`src/rtl/crypto_dec_engine.sv`:
```
// rtl/crypto_dec_engine.sv - iterative multi-round 16-bit decryption engine
//
// Ports:
//   clk         system clock, rising edge
//   rst_n       synchronous active-low reset
//   in_valid    ciphertext/key valid
//   in_ready    engine idle, can accept a block
//   ciphertext  block to decrypt
//   key         cipher key
//   flush       synchronous abort back to IDLE
//   out_valid   plaintext valid
//   out_ready   consumer accepts plaintext
//   plaintext   decrypted block (registered, changes only on entry to DONE)
//   busy        high while a block is in ROUND or DONE
module crypto_dec_engine #(
    parameter int NUM_ROUNDS = 4
) (
    input  logic        clk,
    input  logic        rst_n,
    input  logic        in_valid,
    output logic        in_ready,
    input  logic [15:0] ciphertext,
    input  logic [15:0] key,
    input  logic        flush,
    output logic        out_valid,
    input  logic        out_ready,
    output logic [15:0] plaintext,
    output logic        busy
);

    typedef enum logic [1:0] {
        IDLE  = 2'd0,
        ROUND = 2'd1,
        DONE  = 2'd2
    } state_t;

    localparam logic [4:0] LAST = 5'(NUM_ROUNDS - 1);

    state_t      state;
    state_t      state_nxt;
    logic [15:0] st;
    logic [15:0] kr;
    logic [4:0]  cnt;

    logic [4:0]  ridx;
    logic [15:0] rk;
    logic [15:0] t;
    logic [15:0] m;
    logic [15:0] h;
    logic [15:0] r_out;

    function automatic logic [7:0] sbox(input logic [7:0] x);
        logic [7:0] y;
        case (x)
            8'h00: y = 8'h53;
            8'h01: y = 8'h6A;
            8'h02: y = 8'h87;
            8'h03: y = 8'hAC;
            8'h04: y = 8'hD1;
            8'h05: y = 8'hF6;
            8'h06: y = 8'h1B;
            8'h07: y = 8'h34;
            8'h08: y = 8'h49;
            8'h09: y = 8'h62;
            8'h0A: y = 8'h7D;
            8'h0B: y = 8'h96;
            8'h0C: y = 8'hBB;
            8'h0D: y = 8'hD8;
            8'h0E: y = 8'hF5;
            8'h0F: y = 8'h12;
            default: y = {x[3:0], x[7:4]};
        endcase
        return y;
    endfunction

    // Round keys are applied last-to-first; the index only matters in ROUND,
    // where cnt <= LAST so the subtraction never wraps.
    always_comb begin
        ridx  = LAST - cnt;
        // ridx = 0 makes the right shift 16, which yields zero: plain ROTL by 0.
        rk    = ((kr << ridx) | (kr >> (5'd16 - ridx))) ^ {11'h000, ridx};
        t     = st ^ rk;
        m     = t ^ {t[7:0], t[15:8]};
        h     = {m[7:0], m[15:8]};
        r_out = {sbox(h[15:8]), sbox(h[7:0])};
    end

    always_ff @(posedge clk) begin
        if (!rst_n) begin
            state <= IDLE;
        end else begin
            state <= state_nxt;
        end
    end

    always_comb begin
        state_nxt = state;
        case (state)
            IDLE: begin
                if (flush) begin
                    state_nxt = IDLE;
                end else if (in_valid) begin
                    state_nxt = ROUND;
                end
            end
            ROUND: begin
                if (flush) begin
                    state_nxt = IDLE;
                end else if (cnt == LAST) begin
                    state_nxt = DONE;
                end
            end
            DONE: begin
                if (flush || out_ready) begin
                    state_nxt = IDLE;
                end
            end
            default: state_nxt = IDLE;
        endcase
    end

    always_comb begin
        in_ready  = (state == IDLE);
        out_valid = (state == DONE);
        busy      = (state == ROUND) || (state == DONE);
    end

    // Datapath: flush only clears the counter; plaintext keeps its last value.
    always_ff @(posedge clk) begin
        if (!rst_n) begin
            st        <= 16'h0000;
            kr        <= 16'h0000;
            cnt       <= 5'd0;
            plaintext <= 16'h0000;
        end else if (flush) begin
            cnt <= 5'd0;
        end else begin
            case (state)
                IDLE: begin
                    if (in_valid) begin
                        st  <= ciphertext;
                        kr  <= key;
                        cnt <= 5'd0;
                    end
                end
                ROUND: begin
                    st  <= r_out;
                    cnt <= cnt + 5'd1;
                    if (cnt == LAST) begin
                        plaintext <= r_out;
                    end
                end
                default: begin
                end
            endcase
        end
    end

endmodule

```
`config.mk`:
```
export PLATFORM = sky130hd
export DESIGN_NAME = crypto_dec_engine
export DESIGN_NICKNAME = d
export VERILOG_FILES = /design/src/rtl/crypto_dec_engine.sv
export SDC_FILE = /design/constraint.sdc
export NUM_CORES = 1
export LEC_CHECK = 0
export BUFFER_PORTS_ARGS = -buffer_cell sky130_fd_sc_hd__buf_2
export CORE_AREA = 3 3 139 74
export CTS_CLUSTER_SIZE = 14
export DETAILED_ROUTE_END_ITERATION = 8
export DIE_AREA = 0 0 142 77
export GPL_ROUTABILITY_DRIVEN = 0
export PLACE_DENSITY = 0.72
export REMOVE_ABC_BUFFERS = 1
export SLEW_MARGIN = 0
export SYNTH_ARGS = -nofsm -noshare
export SYNTH_HDL_FRONTEND = slang
export SYNTH_SLANG_ARGS = --single-unit
```
`constraint.sdc`:
```
create_clock -name clk -period 3.73 [get_ports clk]
set_input_delay 0.1865 -clock clk [delete_from_list [all_inputs] [get_ports clk]]
set_output_delay 0.1865 -clock clk [all_outputs]
set_load 0.005 [all_outputs]
```
==> flow_metrics.py, run 1 <==
metrics = {
    "synthesis": {
        "synth_edf_count": 0,
        "async_flop_share_pct": 0,
        "yosys_warnings": 0,
        "syn_area_per_cell_um2": 8.60,
        "synth_common_cells": "59 x nand2_1, 47 x dfxtp_1, 46 x a21oi_1",
        "synth.largest_area_cell": "dfxtp_1",
        "yosysUniqueCellTypes": 74,
        "synth_top_area_share_pct": 20.9,
        "synth_top_cells_by_area": "dfxtp_1 21%, mux4_2 11%, mux2i_1 8.7%",
        "synth_seq_area_share_pct": 20.9,
        "synth_seq_cells": 47,
        "netlist_area_um2": 4510,
        "yosysMostFrequentCell": "nand2_1",
        "syn_inst": 524,
        "synthFlopType": "dfxtp_1",
    },
    "drt": {
        "wl_per_cell_um": 20.6,
        "dr_total_vias": 4451,
        "postRouteAntennaNets": 0,
        "drtIter0Drc": 606,
        "drc": 0,
        "first_pass_iters": 7,
        "drt_wl_total_um": 14000,
        "viasPerCell": 6.54,
    },
    "floorplanning": {
        "start_util_pct": 48.8,
        "die_h_um": 77,
        "die_area_um2": 10900,
        "core_area_um2": 9230,
        "io_pins": 56,
        "die_w_um": 142,
        "rows": 25,
    },
    "critical_path": {
        "worstSetupPathType": "reg -> reg",
        "path_cells": "clkinv_1 > ha_1 > xnor2_2 > xnor2_2 > nor2_2 > a311oi_1 > xnor2_1 > xnor2_1 > and4_2 > nor2_1 > a41o_1 > o22ai_1",
        "start_kind": "flop",
        "crit_slowest_cell": "and4_2",
        "timing.rr.start": "cnt[2]",
        "regToRegEndpoint": "st[4]",
        "critical_path_required_ns": 3.94,
        "ff2ff_path_depth": 12,
        "critPathMaxStageDelay_ns": 0.44,
        "crit_fanout": 9,
        "r2r_slack_ns": 0.13,
        "path_delay_family": "XOR/XNOR gates",
        "setup.worst_path.end_class": "flop",
        "cp.buffers_inverters": 1,
        "critical_path_arrival_ns": 3.81,
    },
    "min_path": {
        "whs_path_depth": 3,
        "min_from": "key[9]",
        "hp-class": "in -> reg",
        "holdPathEnd": "kr[9]",
    },
    "global_route": {
        "grt_pass1_wl_um": 21600,
        "grt_overflow": 0,
        "antenna_found_initial": 0,
        "grt.total_usage_pct": 24.8,
        "grt_max_degree": 35,
        "grt_pass1_vias": 4075,
    },
    "finish": {
        "drive_above_1_share_pct": 28.4,
        "multiInputGateArea_um2": 3300,
        "syn_to_final_growth_pct": 13.9,
        "n_antenna_cell": 0,
        "nets": 603,
        "postLayoutCellArea_um2": 5130,
        "seqCellArea_um2": 942,
        "fillers": 808,
        "final_cells": 681,
    },
    "outcome": {
        "status": "complete, no violations",
    },
    "timing": {
        "finalHoldViolations": 0,
        "post-route-min-period_ns": 3.60,
        "clock.fmax_mhz": 278,
        "max_slew_margin_pct": 37.6,
        "rsz0062_at_grt": "false",
        "setup_violations": 0,
        "drv_slew": 0,
        "fin_skew_ns": 0.00622,
        "tightest_slew_ns": 0.933,
        "post-route-period-util_pct": 96.4,
    },
    "cts": {
        "htreeDepth": 2,
        "cts_buffer_depth": 2,
        "cts_sinks": 47,
        "clk_latency_ns": 0.30,
        "numCtsBuffers": 5,
        "path_clk_slew_ns": 0.07,
        "cts_root_buf": "clkbuf_16",
        "cts_tree": "yes",
        "cts-hold-fix-buffers": 0,
    },
    "flow_run": {
        "maxCapViolCount": 0,
    },
    "pwr": {
        "p_per_area_nw_per_um2": 310,
        "p_leak_uw": 0.00183,
        "vdd_drop_max_uv": 190,
    },
    "placement": {
        "hpwl_um": 10300,
        "placed_cells": 673,
        "port_buffers": 55,
        "place_area_um2": 4840,
    },
}
-- routing by layer --
layer  global-route usage (%)  part of all wire, %  up-vias
met5                        0                    0        -
met4                     4.89                  1.2        0
met3                     9.72                   14       27
met2                     32.1                   40      291
met1                     38.1                   45     2137
li1                         -                    -     1996
-- where the power goes --
part | internal, uW | switching [uW]
Combinational | 205 | 288
Clock | 319 | 218
Sequential | 525 | 35.6
-- how the worst max path moves through the flow --
stage,start,end,slack [ns],cells after the start
finish,cnt[2],st[4],0.13,12
global route,cnt[2],st[4],0.02,12
CTS,cnt[0],st[15],0.02,13
detailed placement,cnt[0],st[15],-0.03,12
global placement,cnt[0],st[7],0.10,13
floorplan,cnt[0],plaintext[9],-1.26,10
-- worst min-delay path, stage by stage --
cell and delay (ns):
buf_2 0.09, nand2_1 0.04, a21oi_1 0.05
-- metrics by stage --
| stage | setup WS, ns | hold WS (ns) | TNS (ns) | util (%) | power [uW] |
|---|---|---|---|---|---|
| floorplan | -1.26 | 0.322 | -24.01 | - | 879 |
| global placement | 0.102 | 0.428 | 0 | 52.4 | 1010 |
| detailed placement | -0.0286 | 0.433 | -0.0566 | 52.4 | 1030 |
| CTS | 0.0214 | 0.117 | 0 | 54.3 | 1560 |
| global route | 0.0163 | 0.130 | 0 | 55.6 | 1660 |
| finish | 0.134 | 0.120 | 0 | 55.6 | 1590 |
-- what timing repair did --
action / 4_1_cts / 5_1_grt
setup endpoints to repair: 8 / 22
setup buffers: 0 / 0
pin swaps: 1 / 4
resized for setup: 1 / 27
-- sequential cells by signal (all words and copies together) (netlist names) --
name and count:
plaintext 8, st 16, kr 16, state 2, cnt 5
-- cells by family (layout without fill, tap and decap cells) --
kind of cell	count (synthesis)	after routing	synth area share, %
buf+inv	64	100	7.75
compound gates	128	128	19.5
xor+xnor	37	37	8.77
fa+ha+maj	7	7	1.94
mux	71	71	22.7
flops	47	47	20.9
simple gates	170	170	18.4
-- cell usage in the layout, fill, tap and decap left out, drive strengths merged, types with 3 or more instances in the layout --
master / Yosys / routed
o211ai: 5 / 5
dfxtp: 47 / 47
a32oi: 5 / 5
a21oi: 46 / 46
nor4: 3 / 3
nor3: 15 / 15
a31oi: 6 / 6
and3: 5 / 5
xnor2: 28 / 28
nand2: 61 / 61
o21ai: 24 / 24
mux4: 24 / 24
nor2: 30 / 30
nand2b: 5 / 5
a41o: 3 / 3
ha: 7 / 7
a221oi: 4 / 4
buf: 30 / 82
xor2: 9 / 9
inv: 9 / 10
mux2i: 39 / 39
clkbuf: 24 / 5
mux2: 8 / 8
nand3: 22 / 22
a211oi: 8 / 8
a22oi: 3 / 3
or3: 5 / 5
nor3b: 4 / 4
nand4: 3 / 3
nor2b: 7 / 7
o22ai: 4 / 4
-- final cells by class --
cell class,instances,share of cell area (%)
Clock inverter,3,0.902
Multi-Input combinational cell,413,64.4
Sequential cell,47,18.4
Tap cell,121,2.95
Clock buffer,5,2.44
Inverter,10,0.780
Timing Repair Buffer,82,10.2
Note: power is estimated with default switching activity, not from simulation.
==> run 2: changes to the inputs <==
--- a/config.mk
+++ b/config.mk
@@ -13,6 +13,7 @@
 export GPL_ROUTABILITY_DRIVEN = 0
 export PLACE_DENSITY = 0.72
 export REMOVE_ABC_BUFFERS = 1
+export SETUP_SLACK_MARGIN = 0.2
 export SLEW_MARGIN = 0
 export SYNTH_ARGS = -nofsm -noshare
 export SYNTH_HDL_FRONTEND = slang
==> flow_metrics.py, run 2 (synthesis results as in run 1) <==
metrics = {
    "outcome": {
        "status": "complete, no violations",
    },
    "timing": {
        "post-route-min-period_ns": 3.63,
        "max_slew_margin_pct": 38.3,
        "setup_tns_ns": 0,
        "rsz0062_at_grt": "true",
        "tightest_slew_ns": 0.922,
        "fin_skew_ns": 0.00741,
        "finalHoldViolations": 0,
        "setup_violations": 0,
        "clock.fmax_mhz": 275,
        "post-route-period-util_pct": 97.4,
        "drv_slew": 0,
    },
    "critical_path": {
        "worstSetupPathType": "reg -> reg",
        "regToRegEndpoint": "st[5]",
        "crit_fanout": 13,
        "timing.rr.start": "cnt[0]",
        "critical_path_required_ns": 3.97,
        "setup.worst_path.end_class": "flop",
        "r2r_slack_ns": 0.1,
        "start_kind": "flop",
        "critical_path_arrival_ns": 3.87,
        "critPathLaunch": "cnt[0]",
        "ff2ff_path_depth": 12,
    },
    "global_route": {
        "grt_pass1_wl_um": 21800,
        "grt_max_degree": 35,
        "grt_pass1_vias": 4114,
        "antenna_found_initial": 0,
        "grt_overflow": 0,
        "grt.total_usage_pct": 25.0,
    },
    "finish": {
        "largestRegisters": "kr: 16 flops, st: 16 flops, plaintext: 8 flops",
        "final_cell_mix": "59 x nand2_1, 55 x buf_2, 45 x dfxtp_1, 44 x a21oi_1, 39 x buf_4",
        "nets": 626,
        "syn_to_final_growth_pct": 21.8,
        "drive_above_1_share_pct": 34.6,
        "final_util_pct": 59.5,
        "n_antenna_cell": 0,
        "seqCellArea_um2": 943,
        "final_common_cell": "nand2_1",
        "multiInputGateArea_um2": 3430,
        "fillers": 759,
    },
    "pwr": {
        "p_leak_uw": 0.00200,
        "vdd_drop_max_uv": 196,
        "p_per_area_nw_per_um2": 305,
    },
    "min_path": {
        "min_from": "key[15]",
        "hp-class": "in -> reg",
        "whs_path_depth": 3,
        "holdPathEnd": "kr[15]",
    },
    "cts": {
        "numCtsBuffers": 5,
        "cts_sinks": 47,
        "cts_buffer_depth": 2,
        "cts_root_buf": "clkbuf_16",
        "clk_latency_ns": 0.30,
        "cts_tree": "yes",
        "htreeDepth": 2,
        "path_clk_slew_ns": 0.07,
    },
    "floorplanning": {
        "io_pins": 56,
        "start_util_pct": 48.8,
        "die_h_um": 77,
        "die_w_um": 142,
        "die_area_um2": 10900,
        "rows": 25,
        "core_area_um2": 9230,
    },
    "drt": {
        "postRouteAntennaNets": 0,
        "first_pass_iters": 6,
        "wl_per_cell_um": 21.1,
        "viasPerCell": 6.55,
        "drt_wl_total_um": 14900,
        "drc": 0,
        "drtIter0Drc": 623,
        "dr_total_vias": 4613,
    },
    "flow_run": {
        "maxCapViolCount": 0,
    },
    "placement": {
        "port_buffers": 55,
        "hpwl_um": 10300,
    },
}
## run 2: cell types whose count changed in the layout (fill, tap and decap cells not counted), sizes merged
cell,delta
clkinv,-1
inv,+1
buf,+21
clkbuf,+2
## run 2: report_power, final
part	internal (uW)	leakage, uW	switching [uW]
clock network	319	0.0000804	222
registers	525	0.000384	36.7
logic	250	0.00154	322
## run 2: repair_timing
| item | CTS | global route |
|---|---|---|
| endpoints found under the setup margin | 24 | 23 |
| gates resized for setup | 11 | 46 |
| gates cloned | 0 | 2 |
| hold buffers | 0 | 0 |
| pin swaps | 4 | 17 |
| buffers inserted | 0 | 21 |
## run 2: per-stage QoR
stage | total power [uW] | area, um^2 | setup slack (ns) | cells | hold slack (ns)
2_1_floorplan | 879 | 4200 | -1.26 | 470 | 0.322
3_3_place_gp | 1010 | 4840 | 0.102 | 673 | 0.428
3_5_place_dp | 1030 | 4840 | -0.0286 | 673 | 0.433
4_1_cts | 1570 | 5060 | 0.201 | 681 | 0.117
5_1_grt | 1730 | 5490 | -0.00237 | 704 | 0.130
6_report | 1680 | 5490 | 0.0969 | 704 | 0.118
## run 2: worst max-delay path, stage by stage (launching register included)
cell	delay (ns)
dfxtp_2	0.35
ha_4	0.35
buf_4	0.13
mux4_2	0.52
mux4_2	0.53
a221oi_2	0.32
a31oi_2	0.11
xor2_1	0.20
buf_6	0.17
or4_1	0.48
mux2i_1	0.17
nor3_1	0.10
a21oi_1	0.15
## run 2: worst max-delay path by stage
stage / end / slack (ns) / depth (start not counted)
after floorplan: plaintext[9] / -1.26 / 10
after global placement: st[7] / 0.10 / 13
after detailed placement: st[15] / -0.03 / 12
after CTS: st[4] / 0.20 / 11
after global routing: st[13] / -0.002 / 14
final: st[5] / 0.1 / 12
## run 2: metal layers
metal | global-route usage [%] | routed length [um]
met5 | 0 | 0
met4 | 5.36 | 294
met3 | 9.47 | 2040
met2 | 32.9 | 6060
met1 | 38.1 | 6480
## run 2: layout make-up
class / count / area share, %
timing repair buffer: 105 / 13.7
clock buffer: 5 / 2.28
inverter: 10 / 0.729
tap: 121 / 2.76
multi-input combinational: 413 / 62.5
clock inverter: 3 / 0.843
sequential: 47 / 17.2
==> run 3: changes to the inputs <==
--- a/config.mk
+++ b/config.mk
@@ -11,7 +11,7 @@
 export DETAILED_ROUTE_END_ITERATION = 8
 export DIE_AREA = 0 0 142 77
 export GPL_ROUTABILITY_DRIVEN = 0
-export PLACE_DENSITY = 0.72
+export PLACE_DENSITY = 0.69
 export REMOVE_ABC_BUFFERS = 1
 export SETUP_SLACK_MARGIN = 0.2
 export SLEW_MARGIN = 0
==> constraint.sdc (replaced) <==
create_clock -name clk -period 4.03 [get_ports clk]
set_input_delay 0.2015 -clock clk [delete_from_list [all_inputs] [get_ports clk]]
set_output_delay 0.2015 -clock clk [all_outputs]
set_load 0.005 [all_outputs]
==> flow_metrics.py, run 3 (synthesis results as in run 1) <==
metrics = {
    "outcome": {
        "status": "complete, no violations",
    },
    "finish": {
        "drive_above_1_share_pct": 26.8,
        "multiInputGateArea_um2": 3310,
        "largestRegisters": "kr: 16 flops, st: 16 flops, plaintext: 8 flops",
        "final_common_cell": "nand2_1",
        "final_cells": 678,
        "final_util_pct": 55.0,
        "seqCellArea_um2": 941,
        "fillers": 851,
        "n_antenna_cell": 0,
        "nets": 600,
        "syn_to_final_growth_pct": 12.5,
        "final_cell_mix": "59 x nand2_1, 55 x buf_2, 47 x dfxtp_1, 46 x a21oi_1, 39 x mux2i_1",
    },
    "pwr": {
        "p_sw_share_pct": 33.9,
        "clkPwrFrac_pct": 33.6,
        "p_leak_uw": 0.00181,
        "internal-power_uw": 970,
        "pwr-share-seq_pct": 35.3,
        "p_per_area_nw_per_um2": 289,
        "combPwrFrac_pct": 31.0,
        "p_switching_uw": 496,
        "total_power_uw": 1470,
        "vdd_drop_max_uv": 171,
    },
    "global_route": {
        "grt_pass1_vias": 4119,
        "antenna_found_initial": 0,
        "grt_max_degree": 35,
        "grt_overflow": 0,
        "grt_pass1_wl_um": 22300,
        "grt.total_usage_pct": 25.5,
    },
    "cts": {
        "clk_latency_ns": 0.30,
        "htreeDepth": 2,
        "cts_sinks": 47,
        "cts_tree": "yes",
        "cts-hold-fix-buffers": 0,
        "cts_buffer_depth": 2,
        "path_clk_slew_ns": 0.07,
        "cts_root_buf": "clkbuf_16",
        "numCtsBuffers": 5,
    },
    "floorplanning": {
        "rows": 25,
        "core_area_um2": 9230,
        "die_area_um2": 10900,
        "io_pins": 56,
        "start_util_pct": 48.8,
        "die_h_um": 77,
        "die_w_um": 142,
    },
    "drt": {
        "postRouteAntennaNets": 0,
        "wl_met2_um": 5380,
        "drtIter0Drc": 427,
        "first_pass_iters": 5,
        "drt_wl_total_um": 13900,
        "viasPerCell": 6.46,
        "met3_length_um": 1860,
        "wl_per_cell_um": 20.4,
        "met1_length_um": 6510,
        "drc": 0,
        "dr_total_vias": 4381,
        "highest-signal-layer": "met4",
    },
    "flow_run": {
        "maxCapViolCount": 0,
    },
    "placement": {
        "pre_cts_slack_ns": 0.160,
        "port_buffers": 55,
        "hpwl_um": 10400,
        "placed_cells": 668,
    },
    "timing": {
        "whs_ns": 0.135,
        "rsz0062_at_grt": "false",
        "max_slew_margin_pct": 34.3,
        "setup_slack_ns": 0.390,
        "post-route-period-util_pct": 90.3,
        "fin_skew_ns": 0.00784,
        "setup_violations": 0,
        "tightest_slew_ns": 0.982,
        "post-route-min-period_ns": 3.64,
        "clock.fmax_mhz": 275,
        "finalHoldViolations": 0,
        "drv_slew": 0,
    },
    "critical_path": {
        "setup.worst_path.end_class": "flop",
        "cpMostUsedCell": "buf_4",
        "crit_fanout": 25,
        "critical_path_required_ns": 4.21,
        "crit_slowest_cell": "buf_4",
        "r2r_slack_ns": 0.39,
        "start_kind": "flop",
        "path_cells": "buf_4 > xor2_4 > buf_4 > mux4_2 > o31a_1 > o311a_4 > a211oi_4 > buf_4 > xor2_2 > nand2b_1 > a31oi_4 > a211oi_2 > o31ai_1",
        "critical_path_arrival_ns": 3.82,
        "critPathMaxStageDelay_ns": 0.37,
        "worstSetupPathType": "reg -> reg",
    },
    "min_path": {
        "hp-class": "in -> reg",
    },
}
==> run 3: cell count changes in the layout (fill, tap and decap cells not counted), sizes merged <==
cell / before / now
buf: 103 / 78
clkbuf: 7 / 5
clkinv: 0 / 3
clkinvlp: 1 / 0
inv: 11 / 9
xor2: 9 / 10
==> run 3: repair_timing <==
| action | CTS | global route |
|---|---|---|
| pin swaps | 0 | 2 |
| setup buffers | 0 | 1 |
| resized for setup | 3 | 11 |
| setup endpoints to repair | 6 | 23 |
| cloned | 0 | 1 |
==> run 3: cell type report <==
type / count / area share (%)
multi-input combinational: 414 / 65.3
sequential: 47 / 18.6
timing repair buffer: 78 / 9.06
tap: 121 / 2.99
clock buffer: 5 / 2.47
clock inverter: 3 / 0.864
inverter: 10 / 0.740
==> run 3: power groups by stage <==
stage                     combinational (uW)  clock [uW]  sequential [uW]
after floorplan                          298           0              516
after global placement                   405           0              525
after detailed placement                 416           0              526
after CTS                                423         501              516
after global routing                     495         521              521
final                                    455         493              518
==> run 3: worst paths after layout <==
kind                from     end  depth (start not counted)
setup / recovery  cnt[2]  st[11]                         13
hold / removal    key[1]   kr[1]                          3
setup reg to reg  cnt[2]  st[11]                         13
hold reg to reg   st[10]  st[10]                          2
==> run 3: worst max-delay path: cells and delay by family (launching register included) <==
family,cells,cell delay [ns]
AND/OR/NAND/NOR,1,0.18
XOR/XNOR,2,0.58
flip-flops,1,0.35
AO/OA/AOI/OAI,6,1.26
multiplexers,1,0.33
buffers and inverters,3,0.80
==> run 3: per-layer routing <==
metal	GRT usage (%)	vias up
met5	0	-
met4	4.31	0
met1	40.7	2093
li1	-	1991
met3	8.41	14
met2	32.5	283
==> run 3: through the flow <==
step	setup TNS (ns)	instance area [um^2]
floorplan	-16.81	4200
global route	0	5070
CTS	0	4970
detailed placement	0	4790
global placement	0	4790
finish	0	5070
